[config.mk]
export PLATFORM = sky130hd
export DESIGN_NAME = axi4_cmd_master
export DESIGN_NICKNAME = d
export VERILOG_FILES = /design/src/rtl/axi4_cmd_master_pkg.sv /design/src/rtl/axi4_cmd_master.sv
export SDC_FILE = /design/constraint.sdc
export NUM_CORES = 1
export LEC_CHECK = 0
export ABC_AREA = 1
export CAP_MARGIN = 20
export CELL_PAD_IN_SITES_DETAIL_PLACEMENT = 1
export CELL_PAD_IN_SITES_GLOBAL_PLACEMENT = 1
export CORE_MARGIN = 1
export CORE_UTILIZATION = 28
export DETAILED_ROUTE_END_ITERATION = 6
export PLACE_DENSITY = 0.84
export SYNTH_ARGS = -nofsm -noshare
export SYNTH_HDL_FRONTEND = slang
export SYNTH_SLANG_ARGS = --single-unit
[constraint.sdc]
create_clock -name aclk -period 2.2 [get_ports aclk]
set_input_delay 0.66 -clock aclk [delete_from_list [all_inputs] [get_ports aclk]]
set_output_delay 0.66 -clock aclk [all_outputs]
set_load 0.02 [all_outputs]
[src/rtl/axi4_cmd_master_pkg.sv]
// Shared types and AXI constants for the single-outstanding AXI4 command master.
package axi4_cmd_master_pkg;

  typedef enum logic [2:0] {
    StIdle,
    StRdA,
    StRdD,
    StWrAw,
    StWrB,
    StRsp
  } state_e;

  localparam logic [1:0] AXI_RESP_OKAY   = 2'b00;
  localparam logic [1:0] AXI_RESP_SLVERR = 2'b10;
  localparam logic [1:0] BURST_INCR      = 2'b01;
  localparam logic [2:0] SIZE_8B         = 3'b011;

endpackage

[src/rtl/axi4_cmd_master.sv]
// Single-outstanding AXI4 initiator: one valid/ready command becomes one single-beat
// 64-bit read or write, and yields exactly one response.
module axi4_cmd_master
  import axi4_cmd_master_pkg::*;
#(
  parameter int unsigned TAGW    = 4,
  parameter int unsigned TIMEOUT = 1024
) (
  input  logic            aclk,
  input  logic            rst_l,
  input  logic            cmd_valid,
  output logic            cmd_ready,
  input  logic            cmd_write,
  input  logic [31:0]     cmd_addr,
  input  logic [63:0]     cmd_wdata,
  input  logic [7:0]      cmd_wstrb,
  output logic            rsp_valid,
  input  logic            rsp_ready,
  output logic [63:0]     rsp_rdata,
  output logic [1:0]      rsp_resp,
  output logic            rsp_err,
  output logic            arvalid,
  input  logic            arready,
  output logic [31:0]     araddr,
  output logic [TAGW-1:0] arid,
  output logic [7:0]      arlen,
  output logic [1:0]      arburst,
  output logic [2:0]      arsize,
  input  logic            rvalid,
  output logic            rready,
  input  logic [63:0]     rdata,
  input  logic [1:0]      rresp,
  input  logic [TAGW-1:0] rid,
  input  logic            rlast,
  output logic            awvalid,
  input  logic            awready,
  output logic [31:0]     awaddr,
  output logic [TAGW-1:0] awid,
  output logic [7:0]      awlen,
  output logic [1:0]      awburst,
  output logic [2:0]      awsize,
  output logic            wvalid,
  input  logic            wready,
  output logic [63:0]     wdata,
  output logic [7:0]      wstrb,
  output logic            wlast,
  input  logic            bvalid,
  output logic            bready,
  input  logic [1:0]      bresp,
  input  logic [TAGW-1:0] bid
);

  localparam int unsigned CntW = (TIMEOUT > 0) ? $clog2(TIMEOUT + 1) : 1;
  localparam logic [CntW-1:0] CntLast = CntW'((TIMEOUT > 0) ? TIMEOUT - 1 : 0);

  state_e          state_q, state_d;
  logic            aw_done_q, aw_done_d, w_done_q, w_done_d;
  logic [CntW-1:0] cnt_q, cnt_d;
  logic            progress, expire, timeout_hit, busy;
  logic            cmd_hs, ar_hs, r_hs, aw_hs, w_hs, b_hs;

  logic [31:0]     addr_q;
  logic [63:0]     wdata_q, rdata_q;
  logic [7:0]      wstrb_q;
  logic [TAGW-1:0] id_q, tag_q;
  logic [1:0]      resp_q;
  logic            err_q;

  assign cmd_hs = cmd_valid & cmd_ready;
  assign ar_hs  = arvalid & arready;
  assign r_hs   = rvalid & rready;
  assign aw_hs  = awvalid & awready;
  assign w_hs   = wvalid & wready;
  assign b_hs   = bvalid & bready;

  assign busy        = (state_q == StRdA) || (state_q == StRdD) ||
                       (state_q == StWrAw) || (state_q == StWrB);
  assign timeout_hit = (TIMEOUT != 0) && (cnt_q == CntLast);

  always_ff @(posedge aclk or negedge rst_l) begin
    if (!rst_l) begin
      state_q   <= StIdle;
      aw_done_q <= 1'b0;
      w_done_q  <= 1'b0;
      cnt_q     <= '0;
    end else begin
      state_q   <= state_d;
      aw_done_q <= aw_done_d;
      w_done_q  <= w_done_d;
      cnt_q     <= cnt_d;
    end
  end

  always_comb begin
    state_d   = state_q;
    aw_done_d = aw_done_q;
    w_done_d  = w_done_q;
    progress  = 1'b0;
    expire    = 1'b0;
    unique case (state_q)
      StIdle: begin
        if (cmd_valid) begin
          state_d   = cmd_write ? StWrAw : StRdA;
          aw_done_d = 1'b0;
          w_done_d  = 1'b0;
        end
      end
      StRdA: begin
        if (ar_hs) begin
          state_d  = StRdD;
          progress = 1'b1;
        end else if (timeout_hit) begin
          state_d = StRsp;
          expire  = 1'b1;
        end
      end
      StRdD: begin
        if (r_hs) begin
          state_d  = StRsp;
          progress = 1'b1;
        end else if (timeout_hit) begin
          state_d = StRsp;
          expire  = 1'b1;
        end
      end
      StWrAw: begin
        // AW and W complete independently; either handshake counts as progress.
        aw_done_d = aw_done_q | aw_hs;
        w_done_d  = w_done_q | w_hs;
        progress  = aw_hs | w_hs;
        if (aw_done_d && w_done_d) begin
          state_d = StWrB;
        end else if (!progress && timeout_hit) begin
          state_d = StRsp;
          expire  = 1'b1;
        end
      end
      StWrB: begin
        if (b_hs) begin
          state_d  = StRsp;
          progress = 1'b1;
        end else if (timeout_hit) begin
          state_d = StRsp;
          expire  = 1'b1;
        end
      end
      StRsp: begin
        if (rsp_ready) state_d = StIdle;
      end
      default: state_d = StIdle;
    endcase

    cnt_d = '0;
    if (busy && (state_d == state_q) && !progress) cnt_d = cnt_q + CntW'(1);
  end

  always_comb begin
    cmd_ready = (state_q == StIdle);
    arvalid   = (state_q == StRdA);
    rready    = (state_q == StRdD);
    awvalid   = (state_q == StWrAw) && !aw_done_q;
    wvalid    = (state_q == StWrAw) && !w_done_q;
    bready    = (state_q == StWrB);
    rsp_valid = (state_q == StRsp);
  end

  always_ff @(posedge aclk or negedge rst_l) begin
    if (!rst_l) begin
      addr_q  <= '0;
      wdata_q <= '0;
      wstrb_q <= '0;
      id_q    <= '0;
      tag_q   <= '0;
      rdata_q <= '0;
      resp_q  <= AXI_RESP_OKAY;
      err_q   <= 1'b0;
    end else begin
      if (cmd_hs) begin
        addr_q  <= cmd_addr;
        wdata_q <= cmd_wdata;
        wstrb_q <= cmd_wstrb;
        id_q    <= tag_q;
        tag_q   <= tag_q + TAGW'(1);
        rdata_q <= '0;
        resp_q  <= AXI_RESP_OKAY;
        err_q   <= 1'b0;
      end
      if (r_hs) begin
        rdata_q <= rdata;
        resp_q  <= rresp;
        err_q   <= (rid != id_q) | ~rlast;
      end
      if (b_hs) begin
        resp_q <= bresp;
        err_q  <= (bid != id_q);
      end
      if (expire) begin
        resp_q <= AXI_RESP_SLVERR;
        err_q  <= 1'b1;
      end
    end
  end

  assign araddr    = addr_q;
  assign awaddr    = addr_q;
  assign arid      = id_q;
  assign awid      = id_q;
  assign wdata     = wdata_q;
  assign wstrb     = wstrb_q;
  assign wlast     = 1'b1;
  assign arlen     = 8'd0;
  assign awlen     = 8'd0;
  assign arburst   = BURST_INCR;
  assign awburst   = BURST_INCR;
  assign arsize    = SIZE_8B;
  assign awsize    = SIZE_8B;
  assign rsp_rdata = rdata_q;
  assign rsp_resp  = resp_q;
  assign rsp_err   = err_q;

endmodule

# Yosys cells after proc, flatten, opt, wreduce, memory -nomap -nowiden
# Cells that the tools add are included.
# totals
register_bits	195
latchBits	0
ram_bits	0
romBits	0
input_bits	191
out_inout_bits	245
word_cells	88
n_memories	0
# classes
n_addsub	2
mul	0
div	0
order_cmp	0
eq_ne	10
shifts	0
mux	35
bitwise_logic	11
n_reduce_logical	18
# ops
operator	n
$mux 64	2
$mux 3	8
$pmux 3 s6	1
$mux 1	14
$add 11x1->11 const B	1
$eq 11x10->1 const B	1
$mux 11	1
$mux 2	5
$ne 4x4->1	2
$pmux 1 s4	2
$and 1x1->1	6
$eq 3x2->1 const B	2
$eq 3x3->1 const B	2
$logic_and 1x1->1	6
$add 4x1->4 const B	1
$logic_not 1->1	4
$or 1x1->1	4
$pmux 1 s2	2
$reduce_bool 2->1	2
$reduce_bool 4->1	1
$eq 3x1->1 const B	1
$eq 3x3->1	1
$logic_not 3->1	1
$logic_or 1x1->1	3
3 further kinds	3

# Logic depth before layout (Yosys ltp)
# Gate-level depths: netlist (run 1).
# depth
ltp_word	13
ltp_mapped	13
mapped_depth_nobuf	12

# Least setup slack after synthesis (run 1)
# Ideal clock, no wire load.
# synth_path
path_type	flip-flop to flip-flop
from	register state_q[1]
to	register cnt_q[7]
setup_time_ns	0.124
t_arrival_ns	1.677
required_time_ns	2.076
path_slack_ns	0.399
path_stages_with_launch	10
path_buffers	1
synth_period_minus_slack_ns	1.801
path_cell_list	dfrtp_1 -> nor3_2 -> nand2_2 -> inv_2 -> nand2_1 -> nand2_1 -> o211ai_1 -> nand2_1 -> buf_6 -> nor3_2
# synth_between
elab_cells_between_ends	40
cone_classes	6 x eq/ne; 14 x mux; 8 x bitwise; 12 x reduce/logical
# synth_lines
element	line	text
start, declared	axi4_cmd_master.sv:56	state_e state_q, state_d;
start signal, assigned	axi4_cmd_master.sv:82	state_q <= StIdle;
start signal, assigned	axi4_cmd_master.sv:87	state_q <= state_d;
$logic_not 3->1	-	
net cmd_ready	axi4_cmd_master.sv:12	output logic cmd_ready,
$pmux 3 s6	axi4_cmd_master.sv:100	unique case (state_q)
$eq 3x3->1	axi4_cmd_master.sv:154	if (busy && (state_d == state_q) && !progress) cnt_d = cnt_q + CntW'(1);
$logic_and 1x1->1 (2 in a row)	axi4_cmd_master.sv:154	
$mux 11	axi4_cmd_master.sv:154	
net cnt_d[7]	axi4_cmd_master.sv:58	logic [CntW-1:0] cnt_q, cnt_d;
end signal, assigned	axi4_cmd_master.sv:90	cnt_q <= cnt_d;
end, declared	axi4_cmd_master.sv:58	
# The timed path passes the listed nets, and every way through them passes these cells.
# A chain may end at the register's enable or synchronous reset.

# Final worst setup path (run 1)
# layout_path
from	register rdata_q[7], in the netlist rsp_rdata[7]
to	output rsp_rdata[7]
# layout_lines
element	line	text
start, declared	axi4_cmd_master.sv:63	logic [63:0] wdata_q, rdata_q;
start signal, assigned	axi4_cmd_master.sv:189	rdata_q <= rdata;
end, declared	axi4_cmd_master.sv:19	output logic [63:0] rsp_rdata,
# No word-level cell between the ends.

==> metrics.cfg, run 1 <==
[synthesis]
netlist.area_leader.share_pct=57.25
synth_edf_count=0
ys.flop_type=dfrtp_1
ys_types=35
synth_area_um2=8523
yosysWarnings=0
synth.avg_cell_area_um2=8.644
synth_area_leaders=dfrtp_1 57%, nand2_1 21%, buf_4 5.5%
synthTopCellsByCount=487 x nand2_1, 195 x dfrtp_1, 74 x nand3_1
synthArstFlopShare_pct=100.0
ys_ff_latch=195
synth_cells=986
synth_most_common_cell=nand2_1
ys_seq_area_share_pct=57.25
synth_area_leader_cell=dfrtp_1

[power]
p_total_uw=18570
ir_worst_vdd_v=0.0006007
p_leak_uw=0.006665
power.density_nw_per_um2=1363

[grt]
grt_usage_pct=19.85
antenna_found_initial=3
grt_pass1_vias=8643
grt_pass1_wl_um=47690
grt_max_degree=91
gr-total-overflow=0

[die]
num_io_pins=436
start_util_pct=28.61
die_area_um2=31140
rows=63
fp.coreArea_um2=29800
fp.dieH_um=176.5
die_x_um=176.5

[sta]
fin_crit_ns=2.150
slew_violations=0
period_share_pct=97.71
hold_viol=0
skew_ns=0.01199
max_freq_mhz=465.2
rsz0062_at_grt=yes
setup_viol=0

[worst_setup_path]
arrival_ns=1.49
crit_family=buffers and inverters
slowest_stage=clkdlybuf4s50_1
cp_slowest_stage_delay_ns=0.63
crit_path_cell_trace=clkdlybuf4s50_1
worstPathMaxFanout=2
startpoint_type=flip-flop
critical_path_class=flip-flop to primary output
cp-end-kind=primary output
required_ns=1.54
cp.buffers_inverters=1

[placed_design]
dpl-instance-area_um2=13040
portBuffers=408
dp.cells=1749
place_hpwl_um=23040
gp_congestion=0.8279

[drt]
drt-wirelength-per-cell_um=17.11
drc=0
drt_wl_total_um=30510
first_pass_iters=4
via_per_inst=4.479
dr.first_iter.drc_count=407
vias=7986
ant_nets=0

[final_layout]
area_growth_pct=59.88
nNetsFinal=1572
fin_cells=1783
drive_gt1_share_pct=9.346
fin_util_pct=45.73
stdcell_area_um2=13630

[clock_tree]
path_clk_slew_ns=0.08
clk_path_buf_depth=2
postCtsHoldBufs=0
numClockSinks=195
cts-root-buf=clkbuf_16
htreeDepth=4
cts_tree=done
numCtsBuffers=17
clock_latency_ns=0.43

[status]
status=finished, final reports clean

[run]
maxCapViolCount=0

[worst_hold_path]
hp-class=input pin to asynchronous set/reset pin

## cell type report
class	count	area (um2)
multi-input combinational	678	2978
inverter	27	102.6
fill	3473	16170
clock buffer	19	442.9
antenna	2	5.005
clock inverter	12	142.6
timing repair buffer	460	4586
tap	390	488.0
sequential	195	4882
## stage by stage
stage	TNS (ns)	setup WS [ns]	hold slack, ns
CTS	0	0.004923	0.1514
floorplan	0	0.3991	0.3644
global placement	-0.5405	-0.05720	0.4602
detailed placement	-0.6121	-0.07141	0.4646
global route	-0.01819	-0.01819	0.1578
finish	0	0.05028	0.1632
## logic make-up after synthesis
family | Yosys count | share of synthesized area, %
AOI/OAI and AO/OA | 19 | 1.365
xor gates and xnor gates | 17 | 1.747
adders and majority gates | 2 | 0.2936
buffers and inverters | 138 | 9.234
DFF | 195 | 57.25
other | 2 | 0.08811
and+or+nand+nor | 613 | 30.02
## final timing paths
check / endpoint / start / depth (start not counted) / slack (ns)
setup / recovery: rsp_rdata[7] / rsp_rdata[7] / 1 / 0.05
hold / removal: araddr[22] / rst_l / 1 / 0.16
setup reg to reg: cnt_q[1] / cnt_q[0] / 13 / 0.26
hold reg to reg: wdata[25] / wdata[25] / 2 / 0.48
max in group asynchronous: state_q[0] / rst_l / 2 / 1.40
min in group aclk: wdata[25] / wdata[25] / 2 / 0.48
## registers in the layout, summed over array words and instances, names as in the netlist
| name | count |
|---|---|
| rsp_rdata | 64 |
| wdata | 64 |
| araddr | 32 |
| cnt_q | 11 |
| wstrb | 8 |
| arid | 4 |
| tag_q | 4 |
| state_q | 3 |
| rsp_resp | 2 |
| aw_done_q | 1 |
| rsp_err | 1 |
| w_done_q | 1 |
## cells in the final DEF, fill, tap and decap left out, types with 3 or more instances in the layout
master | Yosys | layout
o21ai_0 | 4 | 4
buf_4 | 63 | 41
nand2_1 | 487 | 487
inv_2 | 5 | 5
dlygate4sd2_1 | 0 | 12
buf_12 | 0 | 11
nand4_1 | 7 | 7
inv_6 | 0 | 7
a21oi_1 | 6 | 6
clkdlybuf4s50_1 | 0 | 385
nand3_2 | 2 | 3
nor3_2 | 12 | 11
conb_1 | 2 | 27
nor2_1 | 13 | 12
buf_2 | 14 | 4
nor2_2 | 3 | 4
nand3_1 | 74 | 73
clkbuf_16 | 0 | 17
clkinv_2 | 0 | 3
xnor2_1 | 7 | 7
nand2_2 | 6 | 5
dfrtp_1 | 195 | 193
inv_1 | 21 | 20
nor3_1 | 5 | 5
xor2_1 | 10 | 10
dlymetal6s2s_1 | 0 | 3
## report_power, final
| group | switching, uW | internal [uW] | total (uW) |
|---|---|---|---|
| clock network | 1490 | 1730 | 3220 |
| logic | 5250 | 4220 | 9470 |
| registers | 975 | 4910 | 5880 |
| total | 7710 | 10900 | 18600 |
## metal layers
layer | vias to the layer above | GRT usage [%] | wire length (um)
li1 | 3747 | - | -
met4 | 2 | 7.184 | 766
met1 | 3894 | 22.16 | 11690
met2 | 298 | 35.70 | 15830
met5 | - | 0 | 12
met3 | 45 | 5.706 | 2211
## what timing repair did
action / in CTS / in global routing
setup endpoints to repair: 19 / 18
gates cloned: 0 / 0
setup buffers: 1 / 0
gates resized for setup: 37 / 8
No activity file was read; power rests on OpenSTA's default activity.
==> run 2: changes to the inputs <==
CORE_MARGIN = 2   (was 1)
CTS_CLUSTER_DIAMETER = 80   (was not set)
SLEW_MARGIN = 15   (was not set)
==> run 2 against run 1 <==
Core utilization fell by 0.46 points. Highest routed layer unchanged. Clock power fell by 3%. Clock skew fell by 0.0016 ns. Critical endpoint is now rsp_rdata[21]. Total power fell by 2.0%. Combinational power fell by 2.9%. Final area fell by 1.0%.
==> metrics.cfg, run 2 (synthesis gave the netlist of run 1 again) <==
[status]
status=finished, final reports clean

[power]
p_leak_uw=0.006609
p_total_uw=18200
combPwrFrac_pct=50.6
ir_worst_vdd_v=0.0006044
intPower_uw=10630
power.share.switching_pct=41.60
p_sw_uw=7570
clockPowerShare_pct=17.2
seqPwrFrac_pct=32.2
power.density_nw_per_um2=1349

[die]
rows=63
die_x_um=178.5
fp.dieH_um=178.5
start_util_pct=28.61
num_io_pins=436
die_area_um2=31850
fp.coreArea_um2=29800

[worst_hold_path]
hp-class=input pin to asynchronous set/reset pin

[sta]
period_share_pct=97.94
max_freq_mhz=464.1
fin_crit_ns=2.155
whs_ns=0.1639
skew_ns=0.01042
slew_violations=0
setup_viol=0
hold_viol=0

[final_layout]
fin_util_pct=45.28
stdcell_area_um2=13490
area_growth_pct=58.28
final_common_cell=nand2_1
drive_gt1_share_pct=8.443
final_cell_mix=487 x nand2_1, 380 x clkdlybuf4s50_1, 191 x dfrtp_1, 73 x nand3_1
nNetsFinal=1555

[drt]
drt-wirelength-per-cell_um=17.14
dr.first_iter.drc_count=291
drt_wl_total_um=30270
vias=7876
ant_nets=0
drc=0
via_per_inst=4.460
first_pass_iters=4

[worst_setup_path]
startpoint_type=flip-flop
critical_path_class=flip-flop to primary output
cp_slowest_stage_delay_ns=0.64
required_ns=1.54
crit_family=buffers and inverters
crit_path_cell_trace=clkdlybuf4s50_1
cp.buffers_inverters=1
cp-end-kind=primary output
slowest_stage=clkdlybuf4s50_1
arrival_ns=1.49
worstPathMaxFanout=2

[clock_tree]
htreeDepth=4
clock_latency_ns=0.45
cts-root-buf=clkbuf_16
numCtsBuffers=17
postCtsHoldBufs=0
clk_path_buf_depth=2
path_clk_slew_ns=0.08
numClockSinks=195
cts_tree=done

[placed_design]
portBuffers=408
gp_congestion=0.8261
dpl-instance-area_um2=12890
place_hpwl_um=23010

[grt]
grt_pass1_wl_um=46360
antenna_found_initial=2
grt_max_degree=91
grt_pass1_vias=8413
grt_usage_pct=19.01
gr-total-overflow=0

[run]
maxCapViolCount=0

==> run 2: repair_timing <==
| item | in CTS | in global routing |
|---|---|---|
| buffers inserted | 2 | 0 |
| gates resized for setup | 43 | 13 |
| setup endpoints to repair | 21 | 21 |
==> run 2: final timing paths <==
check / depth (start not counted) / start / slack [ns] / end
min: 1 / rst_l / 0.16 / wstrb[4]
max: 1 / rsp_rdata[21] / 0.05 / rsp_rdata[21]
max in group asynchronous: 2 / rst_l / 1.41 / araddr[26]
min in group aclk: 2 / wdata[45] / 0.48 / wdata[45]
max reg2reg: 12 / cnt_q[0] / 0.25 / cnt_q[6]
min reg2reg: 2 / wdata[45] / 0.48 / wdata[45]
==> run 2: metal layers <==
layer | up-vias | track usage [%] | part of all wire [%]
met5 | - | 0 | 0.043
met1 | 3835 | 20.76 | 39
met4 | 2 | 6.944 | 2.3
li1 | 3710 | - | -
met3 | 41 | 6.053 | 7.8
met2 | 288 | 34.35 | 51
==> run 2: per-stage QoR <==
stage,setup WS [ns],cells,TNS (ns)
floorplan,0.3991,1011,0
global placement,-0.02665,1731,-0.1880
detailed placement,-0.07569,1731,-0.7390
CTS,0.003823,1764,0
global route,-0.0008102,1764,-0.0008102
finish,0.04535,1766,0
==> run 2: layout make-up <==
class / instances / area, um2
flip-flops and latches: 195 / 4885
diodes: 2 / 5.005
fillers: 3435 / 16310
clock buffers: 17 / 425.4
multi-input cells: 678 / 2983
clock inverters: 14 / 152.6
well taps: 390 / 488.0
inverters: 27 / 102.6
repair buffers: 443 / 4449
==> run 2: power by group through the flow <==
stage               combinational, uW  clock, uW  sequential (uW)
floorplan                        3500          0             7260
global placement                 9130          0             5830
detailed placement               9360          0             5930
CTS                              9320       3240             5880
global route                     9960       3380             6030
finish                           9200       3130             5860
